--- config.mk ---
export PLATFORM = sky130hd
export DESIGN_NAME = pwm_deadtime_gen_flat
export DESIGN_NICKNAME = d
export VERILOG_FILES = /design/src/rtl/pwm_pkg.sv /design/src/rtl/pwm_deadtime_gen_if.sv /design/src/rtl/pwm_fault_sync.sv /design/src/rtl/pwm_deadtime_gen.sv /design/src/flat_wrapper.sv
export SDC_FILE = /design/constraint.sdc
export NUM_CORES = 1
export LEC_CHECK = 0
export CELL_PAD_IN_SITES_DETAIL_PLACEMENT = 1
export CELL_PAD_IN_SITES_GLOBAL_PLACEMENT = 1
export CORE_MARGIN = 3
export CORE_UTILIZATION = 41
export DETAILED_ROUTE_END_ITERATION = 10
export GPL_TIMING_DRIVEN = 0
export PLACE_DENSITY = 0.94
export SLEW_MARGIN = 20
export SYNTH_ARGS = -nofsm -noshare
export SYNTH_HDL_FRONTEND = slang
export SYNTH_SLANG_ARGS = --single-unit
--- constraint.sdc ---
create_clock -name clk -period 4.85 [get_ports clk]
set_clock_uncertainty 0.15 [all_clocks]
set_input_delay 0.97 -clock clk [delete_from_list [all_inputs] [get_ports clk]]
set_output_delay 0.97 -clock clk [all_outputs]
set_load 0.01 [all_outputs]
--- src/rtl/pwm_pkg.sv ---
`default_nettype none
// ----------------------------------------------------------------------------
// Package : pwm_pkg
// Shared constants, one-hot state encoding and command decode for the
// half-bridge dead-time stage.
// Rev 1.0 - initial release
// ----------------------------------------------------------------------------
package pwm_pkg;

  localparam int PWM_DT_W = 8;
  localparam logic [PWM_DT_W-1:0] PWM_DT_DEFAULT = 8'd16;

  localparam int ST_W = 6;

  localparam int ST_OFF_B  = 0;
  localparam int ST_DTH_B  = 1;
  localparam int ST_DTL_B  = 2;
  localparam int ST_HON_B  = 3;
  localparam int ST_LON_B  = 4;
  localparam int ST_FLT_B  = 5;

  // One-hot so every gate output is a single flop with no decode glitch.
  localparam logic [ST_W-1:0] ST_OFF     = 6'b000001;
  localparam logic [ST_W-1:0] ST_DT_TO_H = 6'b000010;
  localparam logic [ST_W-1:0] ST_DT_TO_L = 6'b000100;
  localparam logic [ST_W-1:0] ST_H_ON    = 6'b001000;
  localparam logic [ST_W-1:0] ST_L_ON    = 6'b010000;
  localparam logic [ST_W-1:0] ST_FAULT   = 6'b100000;

  typedef enum logic [1:0] {
    CMD_OFF = 2'd0,
    CMD_H   = 2'd1,
    CMD_L   = 2'd2
  } cmd_t;

  function automatic cmd_t decode_cmd(input logic h, input logic l);
    if (h && !l) return CMD_H;
    if (l && !h) return CMD_L;
    return CMD_OFF;
  endfunction

endpackage
`default_nettype wire

--- src/rtl/pwm_deadtime_gen_if.sv ---
`default_nettype none
// ----------------------------------------------------------------------------
// Interface : pwm_deadtime_gen_if
// Command, configuration, fault and gate-drive bundle of the dead-time stage.
// Rev 1.0 - initial release
// ----------------------------------------------------------------------------
interface pwm_deadtime_gen_if #(
  parameter int DT_W = pwm_pkg::PWM_DT_W
);

  logic            en;
  logic            h_in;
  logic            l_in;
  logic [DT_W-1:0] dt_cycles;
  logic            fault;
  logic            fault_clr;
  logic            h_gate;
  logic            l_gate;
  logic            dt_busy;
  logic            fault_flag;
  logic            illegal_flag;

  modport master (
    output en, h_in, l_in, dt_cycles, fault, fault_clr,
    input  h_gate, l_gate, dt_busy, fault_flag, illegal_flag
  );

  modport slave (
    input  en, h_in, l_in, dt_cycles, fault, fault_clr,
    output h_gate, l_gate, dt_busy, fault_flag, illegal_flag
  );

endinterface
`default_nettype wire

--- src/rtl/pwm_fault_sync.sv ---
`default_nettype none
// ----------------------------------------------------------------------------
// Module : pwm_fault_sync
// Two-flop synchroniser for asynchronous bridge inputs.
// Rev 1.0 - initial release
// ----------------------------------------------------------------------------
module pwm_fault_sync #(
  parameter int WIDTH = 1
) (
  input  logic             clk,
  input  logic             rst,
  input  logic [WIDTH-1:0] d_in,
  output logic [WIDTH-1:0] q_out
);

  logic [WIDTH-1:0] meta_q, meta_d;
  logic [WIDTH-1:0] sync_q, sync_d;

  always_comb begin
    meta_d = d_in;
    sync_d = meta_q;
  end

  always_ff @(posedge clk) begin
    if (rst) begin
      meta_q <= '0;
      sync_q <= '0;
    end else begin
      meta_q <= meta_d;
      sync_q <= sync_d;
    end
  end

  assign q_out = sync_q;

endmodule
`default_nettype wire

--- src/rtl/pwm_deadtime_gen.sv ---
`default_nettype none
// ----------------------------------------------------------------------------
// Module : pwm_deadtime_gen
// Dead-time insertion FSM with illegal-command and latched-fault handling.
// Rev 1.0 - initial release
// ----------------------------------------------------------------------------
module pwm_deadtime_gen
  import pwm_pkg::*;
#(
  parameter int DT_W = PWM_DT_W
) (
  input  logic              clk,
  input  logic              rst,
  pwm_deadtime_gen_if.slave bus
);

  logic [ST_W-1:0] state_q, state_d;
  logic [DT_W-1:0] cnt_q, cnt_d;
  logic            illegal_q, illegal_d;
  logic            fault_s;
  logic [DT_W-1:0] dt_load;
  cmd_t            cmd;

  pwm_fault_sync #(
    .WIDTH (1)
  ) u_fault_sync (
    .clk   (clk),
    .rst   (rst),
    .d_in  (bus.fault),
    .q_out (fault_s)
  );

  assign dt_load = DT_W'(bus.dt_cycles);
  assign cmd     = decode_cmd(bus.h_in, bus.l_in);

  always_comb begin
    state_d = state_q;
    cnt_d   = cnt_q;
    if (fault_s) begin
      state_d = ST_FAULT;
    end else if (state_q == ST_FAULT) begin
      if (bus.fault_clr) state_d = ST_OFF;
    end else if (!bus.en) begin
      state_d = ST_OFF;
    end else begin
      case (state_q)
        ST_OFF, ST_H_ON, ST_L_ON: begin
          if (cmd == CMD_H && state_q != ST_H_ON) begin
            state_d = ST_DT_TO_H;
            cnt_d   = dt_load;
          end else if (cmd == CMD_L && state_q != ST_L_ON) begin
            state_d = ST_DT_TO_L;
            cnt_d   = dt_load;
          end else if (cmd == CMD_OFF) begin
            state_d = ST_OFF;
          end
        end
        ST_DT_TO_H: begin
          if (cmd == CMD_H) begin
            if (cnt_q != '0) cnt_d   = cnt_q - 1'b1;
            else             state_d = ST_H_ON;
          end else if (cmd == CMD_L) begin
            // An aborted interval restarts in full for the other side.
            state_d = ST_DT_TO_L;
            cnt_d   = dt_load;
          end else begin
            state_d = ST_OFF;
          end
        end
        ST_DT_TO_L: begin
          if (cmd == CMD_L) begin
            if (cnt_q != '0) cnt_d   = cnt_q - 1'b1;
            else             state_d = ST_L_ON;
          end else if (cmd == CMD_H) begin
            state_d = ST_DT_TO_H;
            cnt_d   = dt_load;
          end else begin
            state_d = ST_OFF;
          end
        end
        default: state_d = ST_OFF;
      endcase
    end
  end

  always_comb begin
    illegal_d = (illegal_q & ~bus.fault_clr) | (bus.h_in & bus.l_in);
  end

  always_ff @(posedge clk) begin
    if (rst) begin
      state_q   <= ST_OFF;
      cnt_q     <= '0;
      illegal_q <= 1'b0;
    end else begin
      state_q   <= state_d;
      cnt_q     <= cnt_d;
      illegal_q <= illegal_d;
    end
  end

  assign bus.h_gate       = state_q[ST_HON_B];
  assign bus.l_gate       = state_q[ST_LON_B];
  assign bus.dt_busy      = state_q[ST_DTH_B] | state_q[ST_DTL_B];
  assign bus.fault_flag   = state_q[ST_FLT_B];
  assign bus.illegal_flag = illegal_q;

endmodule
`default_nettype wire

--- src/flat_wrapper.sv ---
// flat-port wrapper written by rule: the top's interface ports become plain ports
module pwm_deadtime_gen_flat import pwm_pkg::*;
#(
  parameter int DT_W = PWM_DT_W
)
  (clk, rst, bus_en, bus_h_in, bus_l_in, bus_dt_cycles, bus_fault, bus_fault_clr, bus_h_gate, bus_l_gate, bus_dt_busy, bus_fault_flag, bus_illegal_flag);
  pwm_deadtime_gen_if #(.DT_W(DT_W)) bus_i ();
  input  logic clk;
  input  logic rst;
  input wire logic [$bits(bus_i.en)-1:0] bus_en;
  input wire logic [$bits(bus_i.h_in)-1:0] bus_h_in;
  input wire logic [$bits(bus_i.l_in)-1:0] bus_l_in;
  input wire logic [$bits(bus_i.dt_cycles)-1:0] bus_dt_cycles;
  input wire logic [$bits(bus_i.fault)-1:0] bus_fault;
  input wire logic [$bits(bus_i.fault_clr)-1:0] bus_fault_clr;
  output wire logic [$bits(bus_i.h_gate)-1:0] bus_h_gate;
  output wire logic [$bits(bus_i.l_gate)-1:0] bus_l_gate;
  output wire logic [$bits(bus_i.dt_busy)-1:0] bus_dt_busy;
  output wire logic [$bits(bus_i.fault_flag)-1:0] bus_fault_flag;
  output wire logic [$bits(bus_i.illegal_flag)-1:0] bus_illegal_flag;
  assign bus_i.en = bus_en;
  assign bus_i.h_in = bus_h_in;
  assign bus_i.l_in = bus_l_in;
  assign bus_i.dt_cycles = bus_dt_cycles;
  assign bus_i.fault = bus_fault;
  assign bus_i.fault_clr = bus_fault_clr;
  assign bus_h_gate = bus_i.h_gate;
  assign bus_l_gate = bus_i.l_gate;
  assign bus_dt_busy = bus_i.dt_busy;
  assign bus_fault_flag = bus_i.fault_flag;
  assign bus_illegal_flag = bus_i.illegal_flag;
  pwm_deadtime_gen #(.DT_W(DT_W)) u_core (.clk(clk), .rst(rst), .bus(bus_i));
endmodule
==> impl_metrics.tcl <==
set metrics [dict create \
    slew_headroom_pct 62.3 \
    r2r_slack_ps 2110 \
    critPathKind "input port to register" \
    synth-edff-count 0 \
    synth_top_area_share_pct 28.7 \
    worstPathArrival_ps 3300 \
    layout_worst_path_cycle_share_pct 66.3 \
    layout-drive-gt1-share_pct 6.94 \
    die_x_um 59.8 \
    critPathRequiredTime_ps 4930 \
    placed_cells 199 \
    numCtsBuffers 3 \
    layout.nets 195 \
    io_pins 20 \
    track_usage_pct 22.7 \
    rsz0062_at_grt "false" \
    place_ws_ps 1360 \
    clk_latency_ps 310 \
    min_from "u_core.u_fault_sync.meta_q" \
    whs_ps 315 \
    reg2regPathDepth 8 \
    gp_congestion 0.808 \
    grt_max_degree 11 \
    cts-root-buf "clkbuf_4" \
    critPathLaunch "bus_h_in" \
    worst_pin_slew_ps 566 \
    rows 18 \
    fillers 337 \
    via_per_inst 6.18 \
    async_reset_ff_share_pct 0 \
    utilization_pct 54.8 \
    cts_hold_buf 0 \
    comb_power_share_pct 30.2 \
    clk_pin_slew_ps 110 \
    first_pass_iters 4 \
    setup_violations 0 \
    route.vias.total 1255 \
    seq_area_frac_synth_pct 28.7 \
    dpl_cell_area_um2 1400 \
    status "finished clean" \
    power.switching_mw 0.115 \
    power_leakage_nw 0.565 \
    finalCriticalPeriod_ps 3220 \
    ys_ff_latch 17 \
    netSwitchingFraction_pct 33.3 \
    syn_inst 151 \
    start_util_pct 45.4 \
    worstSetupStartpointType "input port" \
    wl_per_cell_um 18.5 \
    yosysWarningCount 0 \
    final_cell_mix "20 x nor2_1, 18 x clkdlybuf4s50_1, 17 x dfxtp_1" \
    cts_resized 0 \
    worstPathMaxFanout 9 \
    r2r-start "u_core.state_q[1]" \
    netlist_area_um2 1190 \
    hold_violations 0 \
    area_growth_pct 20.7 \
    setup_slack_ps 1630 \
    synthTopCellsByArea "dfxtp_1 29%, ha_1 6.3%, nor2_1 6.3%" \
    cts_tree "yes" \
    port_buffers 18 \
    min_delay_path_depth 1 \
    overflow 0 \
    die_h_um 59.8 \
    cellPowerDensity_nw_per_um2 241 \
    fp.dieArea_um2 3570 \
    clockBufferDepth 2 \
    endpoint_kind "register" \
    cts_setup_buffers 0 \
    synthFlopType "dfxtp_1" \
    finalMaxSlewViolations 0 \
    synth.avg_cell_area_um2 7.86 \
    internal-power_mw 0.231 \
    cts.sinks 17 \
    p_clk_share_pct 24.4 \
    drc 0 \
    diodes 0 \
    yosys.area.top_type "dfxtp_1" \
    wl_mm 3.76 \
    fp.coreArea_um2 2610 \
    power_frac_seq_pct 45.4 \
    max-cap-violations 0 \
    drt_iter0_markers 54 \
    ir_worst_vdd_mv 0.189 \
    finalPower_mw 0.346 \
    hpwlAfterDp_mm 2.77 \
    synth.distinct_cells 43 \
    layout_commonest_cell "nor2_1" \
    timing.rr.end "u_core.cnt_q[6]" \
    drtAntennaViolNets 0 \
    final.setup.tns_ps 0 \
    fmaxAchievable_ghz 0.311 \
    min_to "u_core.u_fault_sync.q_out" \
    h-tree-depth 1 \
    hp-class "register to register" \
    layout.cells.non_filler 203 \
    grt_pass1_wl_mm 6.09 \
    stdcell_area_um2 1430 \
    antenna_found_initial 0 \
    first_global_vias 1279 \
    synth_nets 172 \
]
## power groups by stage
| stage | combinational [mW] | sequential (mW) | clock, mW |
|---|---|---|---|
| finish | 0.104 | 0.157 | 0.0842 |
| global route | 0.115 | 0.158 | 0.0913 |
| floorplan | 0.0704 | 0.157 | 0 |
| global placement | 0.0961 | 0.159 | 0 |
| detailed placement | 0.102 | 0.160 | 0 |
| CTS | 0.103 | 0.157 | 0.0876 |
## per-layer routing
metal	global-route usage (%)	vias up	part of all wire (%)
met5	0	-	0
met4	9.49	0	2.7
met1	26.7	620	44
met2	41.4	33	51
li1	-	589	-
met3	1.94	13	2.5
## sequential cells by signal (all words and copies together) (netlist names)
| register | cells |
|---|---|
| u_core.u_fault_sync.q_out | 1 |
| u_core.cnt_q | 8 |
| u_core.state_q | 6 |
| u_core.u_fault_sync.meta_q | 1 |
| u_core.bus.illegal_flag | 1 |
## cell usage after synthesis (2+ instances only)
cell and instances:
a211oi_1 2, a21boi_1 2, a21oi_1 8, and3_1 5, clkbuf_1 8, dfxtp_1 17, ha_1 6, inv_1 5
mux2i_1 4, nand2_1 5, nand2b_1 4, nand3_1 2, nand4_1 3, nor2_1 20, nor2b_1 3, nor3_1 10
nor3b_1 2, nor4_1 2, o211ai_1 2, o21ai_0 4, o21ai_1 7, o2bb2ai_1 2, or2_2 2, or4_1 3
xnor2_1 5
## area by class of cell
class                      count  area [µm²]  share of cell area, %
tap                           30        37.5                   2.62
sequential                    17         340                   23.8
inverter                       5        18.8                   1.31
multi-input combinational    119         781                   54.5
clock buffer                   3        22.5                   1.57
clock inverter                 1        5.00                  0.350
timing repair buffer          18         180                   12.6
buffer                        10        46.3                   3.23
## worst max-delay path, cell delays in order
cell and delay, ps:
clkdlybuf4s50_1 530, ha_1 270, nor3b_1 80, a21o_1 170
a32oi_1 330, and3_1 230, clkbuf_1 390, nor2_1 90
a211oi_1 240
## kinds of logic after synthesis
logic type	Yosys count	synth area share, %
mux	4	3.38
xor+xnor	6	4.43
buf+inv	15	5.49
flops	17	28.7
compound gates	36	20.9
simple gates	67	30.8
fa+ha+maj	6	6.33
## worst max-delay path by stage
stage                              endpoint  slack (ps)  cells after the start
after floorplan           u_core.state_q[0]        2210                      9
after global placement      u_core.cnt_q[7]        1490                      9
after detailed placement    u_core.cnt_q[6]        1360                     10
after CTS                   u_core.cnt_q[6]        1680                     10
after global routing        u_core.cnt_q[6]        1410                     10
final                       u_core.cnt_q[6]        1630                      9
Note: power is estimated with default switching activity, not from simulation.
==> RTL edit (same flow settings) <==
Make the reset (`rst`) asynchronous in 2 clocked blocks.
--- a/src/rtl/pwm_fault_sync.sv
+++ b/src/rtl/pwm_fault_sync.sv
@@ -21,7 +21,7 @@
     sync_d = meta_q;
   end
 
-  always_ff @(posedge clk) begin
+  always_ff @(posedge clk or posedge rst) begin
     if (rst) begin
       meta_q <= '0;
       sync_q <= '0;
--- a/src/rtl/pwm_deadtime_gen.sv
+++ b/src/rtl/pwm_deadtime_gen.sv
@@ -87,7 +87,7 @@
     illegal_d = (illegal_q & ~bus.fault_clr) | (bus.h_in & bus.l_in);
   end
 
-  always_ff @(posedge clk) begin
+  always_ff @(posedge clk or posedge rst) begin
     if (rst) begin
       state_q   <= ST_OFF;
       cnt_q     <= '0;
Check against the original RTL: differs if rst is asserted again (counterexample within 4 cycles, from zero or initial values and one cycle with rst high); with rst held inactive, the same outputs for 10 cycles.
==> RTL edit against the unedited design <==
- maximum frequency is 2.0% lower
- first-iteration DRC count rose by 19%
- routed wire length fell by 6.0%
- sequential cell count unchanged
- synthesized cell count decreased by 9.3%
- cell area is 9.2% higher
- sequential power up 23%
- register-to-register slack improved by 0.03 ns
- worst setup slack worse by 0.065 ns
- core utilization decreased by 0.46 points
- sequential share of layout area grew 3.5 points
- area after synthesis rose by 9.0%
- total power increased by 20%
- critical path depth unchanged
==> RTL edit: results (changes against the unedited design) <==
stage,metric,value,unit,change
outcome,status,"finished, final reports clean",,
synth,"Cell Area, Synth",1290,um^2,+9.0%
cells_and_area,"Area growth, synth to finish",20.9,%,
synth,multiplexer area fraction after synthesis,0.0813,,+0.0476
sta,fmax,305,MHz,-2.0%
cells_and_area,buffering overhead,0.149,,-0.00930
synth,Area contributors post-synth,"dfrtp_1 (31%), ha_1 (5.8%), o2bb2ai_1 (5.4%), o211ai_1 (5.2%), mux2i_1 (4.6%)",,
synth,Netlist cell types,47,,+9.3%
critical_path,reg2reg path depth,6,,-2
hold_path,Hold Path Origin,u_core.u_fault_sync.meta_q$_DFF_PP0_,,
sta,hold_ws,0.214,ns,-0.101 ns
place,"worst slack, placed",1.35,ns,-0.0155 ns
critical_path,"slowest stage delay, CP",0.51,ns,-0.02 ns
synth,post-synthesis xor/xnor area fraction,0.0136,,-0.0308
place,DP Cell Count,198,,-0.50%
place,GPL Wtd Cong,0.943,,+17%
global_routing,vias in the first global route,1286,,+0.55%
critical_path,CP Capture Point,u_core.cnt_q[1]$_DFFE_PP0P_,,
critical_path,R2R setup slack,2.14,ns,+0.03 ns
cells_and_area,non-clock inverter count,12,,+7
critical_path,crit path launch,bus_l_in,,
cells_and_area,FF+latch count,17,,unchanged
place,DPL Wire Length,2740,um,-1.3%
cells_and_area,Nets,182,,-6.7%
detailed_routing,Detailed Route WL,3530,um,-6.0%
power_and_ir_drop,LEAKAGE,0.000687,uW,+22%
cells_and_area,nonclk buf count,27,,-3.6%
synth,"top cells by count, synth","dfrtp_1 (16), inv_1 (12), o211ai_1 (9), nor2_1 (8), o2bb2ai_1 (8)",,
synth,commonest register cell after synthesis,dfrtp_1,,
synth,syn nets,158,,-8.1%
synth,sequential element share of the synthesized area,0.330,,+0.0432
sta,Worst-Margin Slew,0.854,ns,+0.288 ns
cells_and_area,clk tree area frac,0.0176,,-0.00162
detailed_routing,First-pass DRT Iterations,5,,+1
cells_and_area,area occupied by multi-input gates,778,um^2,-0.32%
hold_path,WHS Endpoint,u_core.u_fault_sync.q_out$_DFF_PP0_,,
critical_path,RR Endpoint,u_core.cnt_q[7]$_DFFE_PP0P_,,
cells_and_area,multi-input gate count,100,,-16%
critical_path,Critical Path Fanout Max,10,,+1
global_routing,largest net degree at the start of global routing,18,,+7
synth,Syn Inst Count,137,,-9.3%
detailed_routing,post-DR wirelength/cell,17.5,um,-5.5%
cells_and_area,Seq/total area,0.273,,+0.0353
synth,synthesized-area fraction occupied by adder cells,0.0581,,-0.00521
synth,Post-synth ARST share,1.00,,+1.00
global_routing,Global Route Usage Sum,0.195,,-0.0316
place,port bufs,19,,+1
place,DP Area,1540,um^2,+9.4%
==> RTL edit: cell count changes after synthesis, sizes merged, moves of 5 or more <==
cell / unedited run / this run
dfrtp: 0 / 16
nor2: 20 / 8
o2bb2ai: 2 / 8
clkbuf: 8 / 2
xnor2: 5 / 0
o21ai: 11 / 2
nor3: 10 / 5
dfxtp: 17 / 0
nand3: 2 / 7
o211ai: 2 / 9
inv: 5 / 12
a21oi: 8 / 2
==> RTL edit: power groups by stage <==
stage | clock network (uW) | logic (uW) | registers, uW
2_1_floorplan | 0 | 101 | 187
3_3_place_gp | 0 | 135 | 192
5_1_grt | 86.8 | 163 | 198
3_5_place_dp | 0 | 144 | 195
4_1_cts | 78.9 | 144 | 192
6_report | 77.3 | 144 | 193
==> RTL edit: per-layer routing <==
metal  up-vias  track usage  wire (um)
met2        32        0.347       1770
met3         4       0.0378        159
met5         -            0          0
met1       591        0.252       1570
li1        565            -          -
met4         0       0.0249         29
